[config.mk]
export PLATFORM = sky130hd
export DESIGN_NAME = logic_gate_unit
export DESIGN_NICKNAME = d
export VERILOG_FILES = /design/src/rtl/logic_gate_unit_pkg.sv /design/src/rtl/logic_reduce.sv /design/src/rtl/logic_gate_unit.sv
export SDC_FILE = /design/constraint.sdc
export NUM_CORES = 1
export LEC_CHECK = 0
export ABC_AREA = 1
export CAP_MARGIN = 20
export CORE_MARGIN = 2
export CORE_UTILIZATION = 40
export CTS_BUF_LIST = sky130_fd_sc_hd__clkbuf_2 sky130_fd_sc_hd__clkbuf_4 sky130_fd_sc_hd__clkbuf_8
export CTS_CLUSTER_DIAMETER = 200
export DETAILED_ROUTE_END_ITERATION = 6
export SYNTH_ARGS = -nofsm -noshare
export SYNTH_HDL_FRONTEND = slang
export SYNTH_SLANG_ARGS = --single-unit
[constraint.sdc]
create_clock -name clk -period 7.5 [get_ports clk]
set_input_delay 2.25 -clock clk [delete_from_list [all_inputs] [get_ports clk]]
set_output_delay 2.25 -clock clk [all_outputs]
set_load 0.03 [all_outputs]
[src/rtl/logic_gate_unit_pkg.sv]
// Shared definitions for the logic gate unit: op encodings, base-op
// classification helpers and FSM state codes.
package logic_gate_unit_pkg;

    // Operation encodings presented on in_op
    localparam logic [2:0] OP_AND  = 3'd0;
    localparam logic [2:0] OP_OR   = 3'd1;
    localparam logic [2:0] OP_XOR  = 3'd2;
    localparam logic [2:0] OP_NAND = 3'd3;
    localparam logic [2:0] OP_NOR  = 3'd4;
    localparam logic [2:0] OP_XNOR = 3'd5;

    // FSM state codes, kept as plain constants for compatibility with older cells
    localparam logic [0:0] ST_IDLE  = 1'b0;
    localparam logic [0:0] ST_ACCUM = 1'b1;

    // Base operator used while folding; inversion is applied only at emission
    typedef enum logic [1:0] {
        BASE_AND = 2'd0,
        BASE_OR  = 2'd1,
        BASE_XOR = 2'd2
    } base_op_e;

    // Codes 6 and 7 have no meaning and fall back to AND
    function automatic logic op_is_illegal(input logic [2:0] op);
        return (op > OP_XNOR);
    endfunction

    // Inverting ops fold with their base op and complement the final result once
    function automatic logic op_is_inv(input logic [2:0] op);
        return (op == OP_NAND) || (op == OP_NOR) || (op == OP_XNOR);
    endfunction

    // Map any op code (legal or not) onto the operator used for folding
    function automatic base_op_e op_base(input logic [2:0] op);
        case (op)
            OP_AND, OP_NAND: return BASE_AND;
            OP_OR, OP_NOR:   return BASE_OR;
            OP_XOR, OP_XNOR: return BASE_XOR;
            default:         return BASE_AND;
        endcase
    endfunction

endpackage

[src/rtl/logic_reduce.sv]
// Combinational reduction of NUM_IN operands of WIDTH bits each using a
// non-inverting base operator (AND/OR/XOR).
module logic_reduce
    import logic_gate_unit_pkg::*;
#(
    parameter int WIDTH  = 8,
    parameter int NUM_IN = 2
) (
    input  base_op_e                  base_op,
    input  logic [NUM_IN*WIDTH-1:0]   data,
    output logic [WIDTH-1:0]          result
);

    // Fold operand 0 with every following operand under the selected base op
    always_comb begin
        result = data[WIDTH-1:0];
        for (int k = 1; k < NUM_IN; k++) begin
            case (base_op)
                BASE_OR:  result = result | data[k*WIDTH +: WIDTH];
                BASE_XOR: result = result ^ data[k*WIDTH +: WIDTH];
                default:  result = result & data[k*WIDTH +: WIDTH];
            endcase
        end
    end

endmodule

[src/rtl/logic_gate_unit.sv]
// Registered bitwise logic unit. Reduces NUM_IN operands per beat with a
// selectable op and can fold a whole burst of beats into one result.
// Valid/ready handshakes on both sides; the output register holds while
// the consumer stalls.
module logic_gate_unit
    import logic_gate_unit_pkg::*;
#(
    parameter int  WIDTH     = 8,
    parameter int  NUM_IN    = 2,
    parameter int  MAX_BEATS = 16,
    localparam int CNT_W     = $clog2(MAX_BEATS + 1)
) (
    input  logic                     clk,
    input  logic                     rst,
    input  logic                     in_valid,
    output logic                     in_ready,
    input  logic [NUM_IN*WIDTH-1:0]  in_data,
    input  logic [2:0]               in_op,
    input  logic                     in_acc,
    input  logic                     in_last,
    output logic                     out_valid,
    input  logic                     out_ready,
    output logic [WIDTH-1:0]         out_data,
    output logic [CNT_W-1:0]         out_count,
    output logic                     out_err
);

    logic [0:0]       state_q;
    logic [WIDTH-1:0] acc_q;
    logic [2:0]       op_q;
    logic [CNT_W-1:0] cnt_q;
    logic             err_q;

    logic             beat_fire;
    logic             in_burst;
    logic [2:0]       eff_op;
    base_op_e         eff_base;
    logic [WIDTH-1:0] beat_red;
    logic [WIDTH-1:0] fold;
    logic [WIDTH-1:0] final_data;
    logic [CNT_W-1:0] cnt_next;
    logic             err_next;
    logic             emit;
    logic             start_burst;

    assign in_ready  = !out_valid || out_ready;
    assign beat_fire = in_valid && in_ready;
    assign in_burst  = (state_q == ST_ACCUM);

    // During a burst the op latched on the first beat governs every fold
    assign eff_op   = in_burst ? op_q : in_op;
    assign eff_base = op_base(eff_op);

    logic_reduce #(
        .WIDTH  (WIDTH),
        .NUM_IN (NUM_IN)
    ) u_reduce (
        .base_op (eff_base),
        .data    (in_data),
        .result  (beat_red)
    );

    // Combine the current beat with the running accumulator and work out the
    // next count, error and whether this beat completes a result
    always_comb begin
        fold        = beat_red;
        cnt_next    = CNT_W'(1);
        err_next    = op_is_illegal(in_op);
        start_burst = 1'b0;
        emit        = 1'b0;
        if (in_burst) begin
            case (eff_base)
                BASE_OR:  fold = acc_q | beat_red;
                BASE_XOR: fold = acc_q ^ beat_red;
                default:  fold = acc_q & beat_red;
            endcase
            if (cnt_q == CNT_W'(MAX_BEATS)) begin
                cnt_next = cnt_q;
                err_next = 1'b1;
            end else begin
                cnt_next = cnt_q + CNT_W'(1);
                err_next = err_q || (in_op != op_q);
            end
            emit = beat_fire && in_last;
        end else begin
            start_burst = beat_fire && in_acc && !in_last;
            emit        = beat_fire && !(in_acc && !in_last);
        end
        final_data = op_is_inv(eff_op) ? ~fold : fold;
    end

    // Burst state: FSM, accumulator, latched op, beat counter and sticky error
    always_ff @(posedge clk) begin
        if (rst) begin
            state_q <= ST_IDLE;
            acc_q   <= '0;
            op_q    <= '0;
            cnt_q   <= '0;
            err_q   <= 1'b0;
        end else if (beat_fire) begin
            if (in_burst) begin
                acc_q <= fold;
                cnt_q <= cnt_next;
                err_q <= err_next;
                if (in_last) begin
                    state_q <= ST_IDLE;
                end
            end else if (start_burst) begin
                acc_q   <= beat_red;
                op_q    <= in_op;
                cnt_q   <= CNT_W'(1);
                err_q   <= op_is_illegal(in_op);
                state_q <= ST_ACCUM;
            end
        end
    end

    // Output register: load on a completing beat, clear valid once consumed
    always_ff @(posedge clk) begin
        if (rst) begin
            out_valid <= 1'b0;
            out_data  <= '0;
            out_count <= '0;
            out_err   <= 1'b0;
        end else if (emit) begin
            out_valid <= 1'b1;
            out_data  <= final_data;
            out_count <= cnt_next;
            out_err   <= err_next;
        end else if (out_ready) begin
            out_valid <= 1'b0;
        end
    end

endmodule
==> results.md <==
* PwrDens at between 150 and 200 nW/um^2
* Lkg Pwr at approximately 1.7 nW
* Via count at 2,574
* Setup-failing EPs final at 0
* H-tree Lvls at 2
* Clock skew at about 0.0084 ns
* Layout cells sized above 1 at 0.0683
* Slew margin rel. at 0.459
* Vias in the first global route at ~2,400
* Hold Path Depth at 2
* Critical path cell sequence: clkdlybuf4s50_1, inv_1, nand2_2, clkdlybuf4s50_1
* YS warnings at 0
* Run status: finished, final reports clean
* Max-Cap Viols at 0
* Floorplan core area at around 6700 sq um
* Row cnt at 30
* Max incr delay on CP at approximately 0.67 ns
* HPWL Detailed at 4380 um
* Worst-path clk slew at ~0.080 ns
* Crit start category: input pin
* CP Class: input pin to output pin
* Sequential fraction of the synthesis area at 0.242
* Hold WC Path Type: register to register
* Max-slew violations at 0
* Critical R2R Launch: in_burst
* Residual DRC count at 0
* R2R depth at 20
* Clk buf depth at 2
* WP data required at between 5 and 6 ns
* CP endpoint kind: output pin
* Clock sink count at 33
* Worst R2R Setup Slack at about 4.0 ns
* Detailed Routing Iterations Pass 1 at 4
* Dpl cells at about 530
* Ports at 41
* Die X at around 87 um
* Synth cell types at 33
* Root Driver: clkbuf_8
* Fill count at between 700 and 800
* Arrival @ worst endpoint at between 3 and 4 ns
* WL per Instance at approximately 11 um
* CTS tree: done
* Starting density of the core at 0.409
* Fmax at roughly 0.17 GHz
* Antenna cells at 0
* Hold Vio Cnt, Final at 0
* #FFs+latches synth at 33
* Post-DRT Antenna Nets at 0
* Nets at a little over 500
* Drt total wl at about 6000 um
* Maximum vdd drop at 0.0713 mV
* Area leader, netlist: dfxtp_1
* Area growth syn-to-layout at 18.0%
* Largest net degree at the start of global routing at 33
* Initial DRC Count at 101
* Drt via density at 4.82
* Initial antenna violation count at 0
* Postcts setup bufs at 0
* GR Util All Layers at 0.173
* GP Congestion at 0.765
* Post-Synthesis Cells at 421
* Crit share post-route at 0.765
* Min cycle time layout at approximately 5.7 ns
* Dpl cell area at approximately 3100 sq um
* Synth Cell Area at about 2700 sq um
* Layout Cells excl Fill at 534
* Mapped Nets at roughly 480
* Worst-margin pin slew at about 0.81 ns
* Clk Latency, worst-skew pair at approximately 0.29 ns
* Die Y at a little under 90 um
* Die area at between 7000 and 8000 sq um
* First-pass GRT wire length at 10,400 um
* Avg Cell Area, Syn at 6.49 sq um
* Crit path top cell by count: clkdlybuf4s50_1
* Worst path slowest cell: clkdlybuf4s50_1
* Most frequent cells in the layout: nand2_1, inv_1, nand3_1, clkdlybuf4s50_1, ha_1
* Setup_tns at 0 ns
* Crit path max fanout at 3
* Reg-to-reg endpoint: out_data[2]
* Share of the synthesized area in the top cell type at 0.242
* RSZ-0062 raised after global routing: no
* Dominant cells by area after synthesis: dfxtp_1, ha_1, nand2_1, inv_1, nand3_1
* Finished Core Util at 0.483
* Cts hold-fix bufs at 0
* Post-route cell area at around 3200 sq um
* Port Buf Inserts at 40
* Hold path startpoint: out_err
* CTS buffer count at 5
* Pwr Total at about 600 uW
* Most common cell after layout, fill and taps aside: nand2_1
* Hold endpoint: out_err
* CTS resizes at 0
* GRT Residual Overflow at 0
-- cell families after synthesis --
kind of cell,after synthesis,share of synthesized area
AND/OR/NAND/NOR,201,0.335
buffers and inverters,102,0.158
AO/OA/AOI/OAI,46,0.0912
adder cells (fa/ha/maj),36,0.165
flip-flops,33,0.242
XOR/XNOR,3,0.00962
-- flip-flops by register name (all words and copies together) (netlist names) --
register,count
out_count,5
op_q,3
in_burst,1
out_data,8
acc_q,8
out_err,1
err_q,1
out_valid,1
cnt_q,5
-- metrics by stage --
step / worst slack (ns) / hold WS [ns]
floorplan: 2.82 / 0.444
global route: 1.71 / 0.491
CTS: 1.74 / 0.461
global placement: 1.78 / 0.446
finish: 1.76 / 0.456
detailed placement: 1.74 / 0.449
-- metal layers --
metal / track usage / up-vias / wire length, um
li1: - / 1358 / -
met3: 0.0267 / 7 / 231
met4: 0.0469 / 0 / 75
met2: 0.320 / 37 / 2950
met5: 0 / - / 0
met1: 0.205 / 1172 / 2840
-- power by group --
part	internal (mW)	total [mW]	switching [mW]
clock network	0.0641	0.138	0.0735
logic	0.0955	0.246	0.150
registers	0.190	0.201	0.0116
total	0.350	0.585	0.235
-- final cells by class --
| cell class | instances | area [sq um] | share of cell area |
|---|---|---|---|
| Clock buffer | 5 | 68.8 | 0.0213 |
| Clock inverter | 3 | 17.5 | 0.00543 |
| Inverter | 87 | 337 | 0.104 |
| Multi-Input combinational cell | 286 | 1640 | 0.509 |
| Sequential cell | 33 | 661 | 0.205 |
| Tap cell | 80 | 100 | 0.0310 |
| Timing Repair Buffer | 40 | 400 | 0.124 |
-- worst max path at each step --
stage | endpoint | depth (start not counted) | from | slack, ns
CTS | in_ready | 4 | out_ready | 1.74
global route | in_ready | 4 | out_ready | 1.71
finish | in_ready | 4 | out_ready | 1.76
floorplan | in_ready | 2 | out_ready | 2.82
global placement | in_ready | 4 | out_ready | 1.78
detailed placement | in_ready | 4 | out_ready | 1.74
-- critical path, delay by kind of cell --
kind          cells  cell delay, ns
buf+inv           3            1.18
simple gates      1            0.06
-- Yosys cell counts --
| cell type | n |
|---|---|
| or2_1 | 10 |
| a21oi_2 | 1 |
| o21ai_1 | 4 |
| nand2_2 | 4 |
| inv_1 | 80 |
| nor2_1 | 18 |
| inv_4 | 1 |
| clkbuf_2 | 2 |
| o21ai_2 | 1 |
| dfxtp_1 | 33 |
| a21oi_1 | 20 |
| inv_2 | 5 |
| xor2_1 | 1 |
| o211ai_1 | 2 |
| a22o_1 | 1 |
| o21ai_0 | 16 |
| buf_6 | 2 |
| nand3_2 | 1 |
| clkbuf_1 | 1 |
| inv_8 | 1 |
| nand4_1 | 1 |
| o21a_1 | 1 |
| xnor2_1 | 2 |
| nand2_1 | 101 |
| buf_4 | 3 |
| nand2_4 | 4 |
| nor3_1 | 3 |
| nor2_2 | 2 |
| nand3_1 | 52 |
| ha_1 | 36 |
| buf_2 | 7 |
| or2_2 | 3 |
| or2_0 | 2 |
Power figures use the tool's default switching activity.
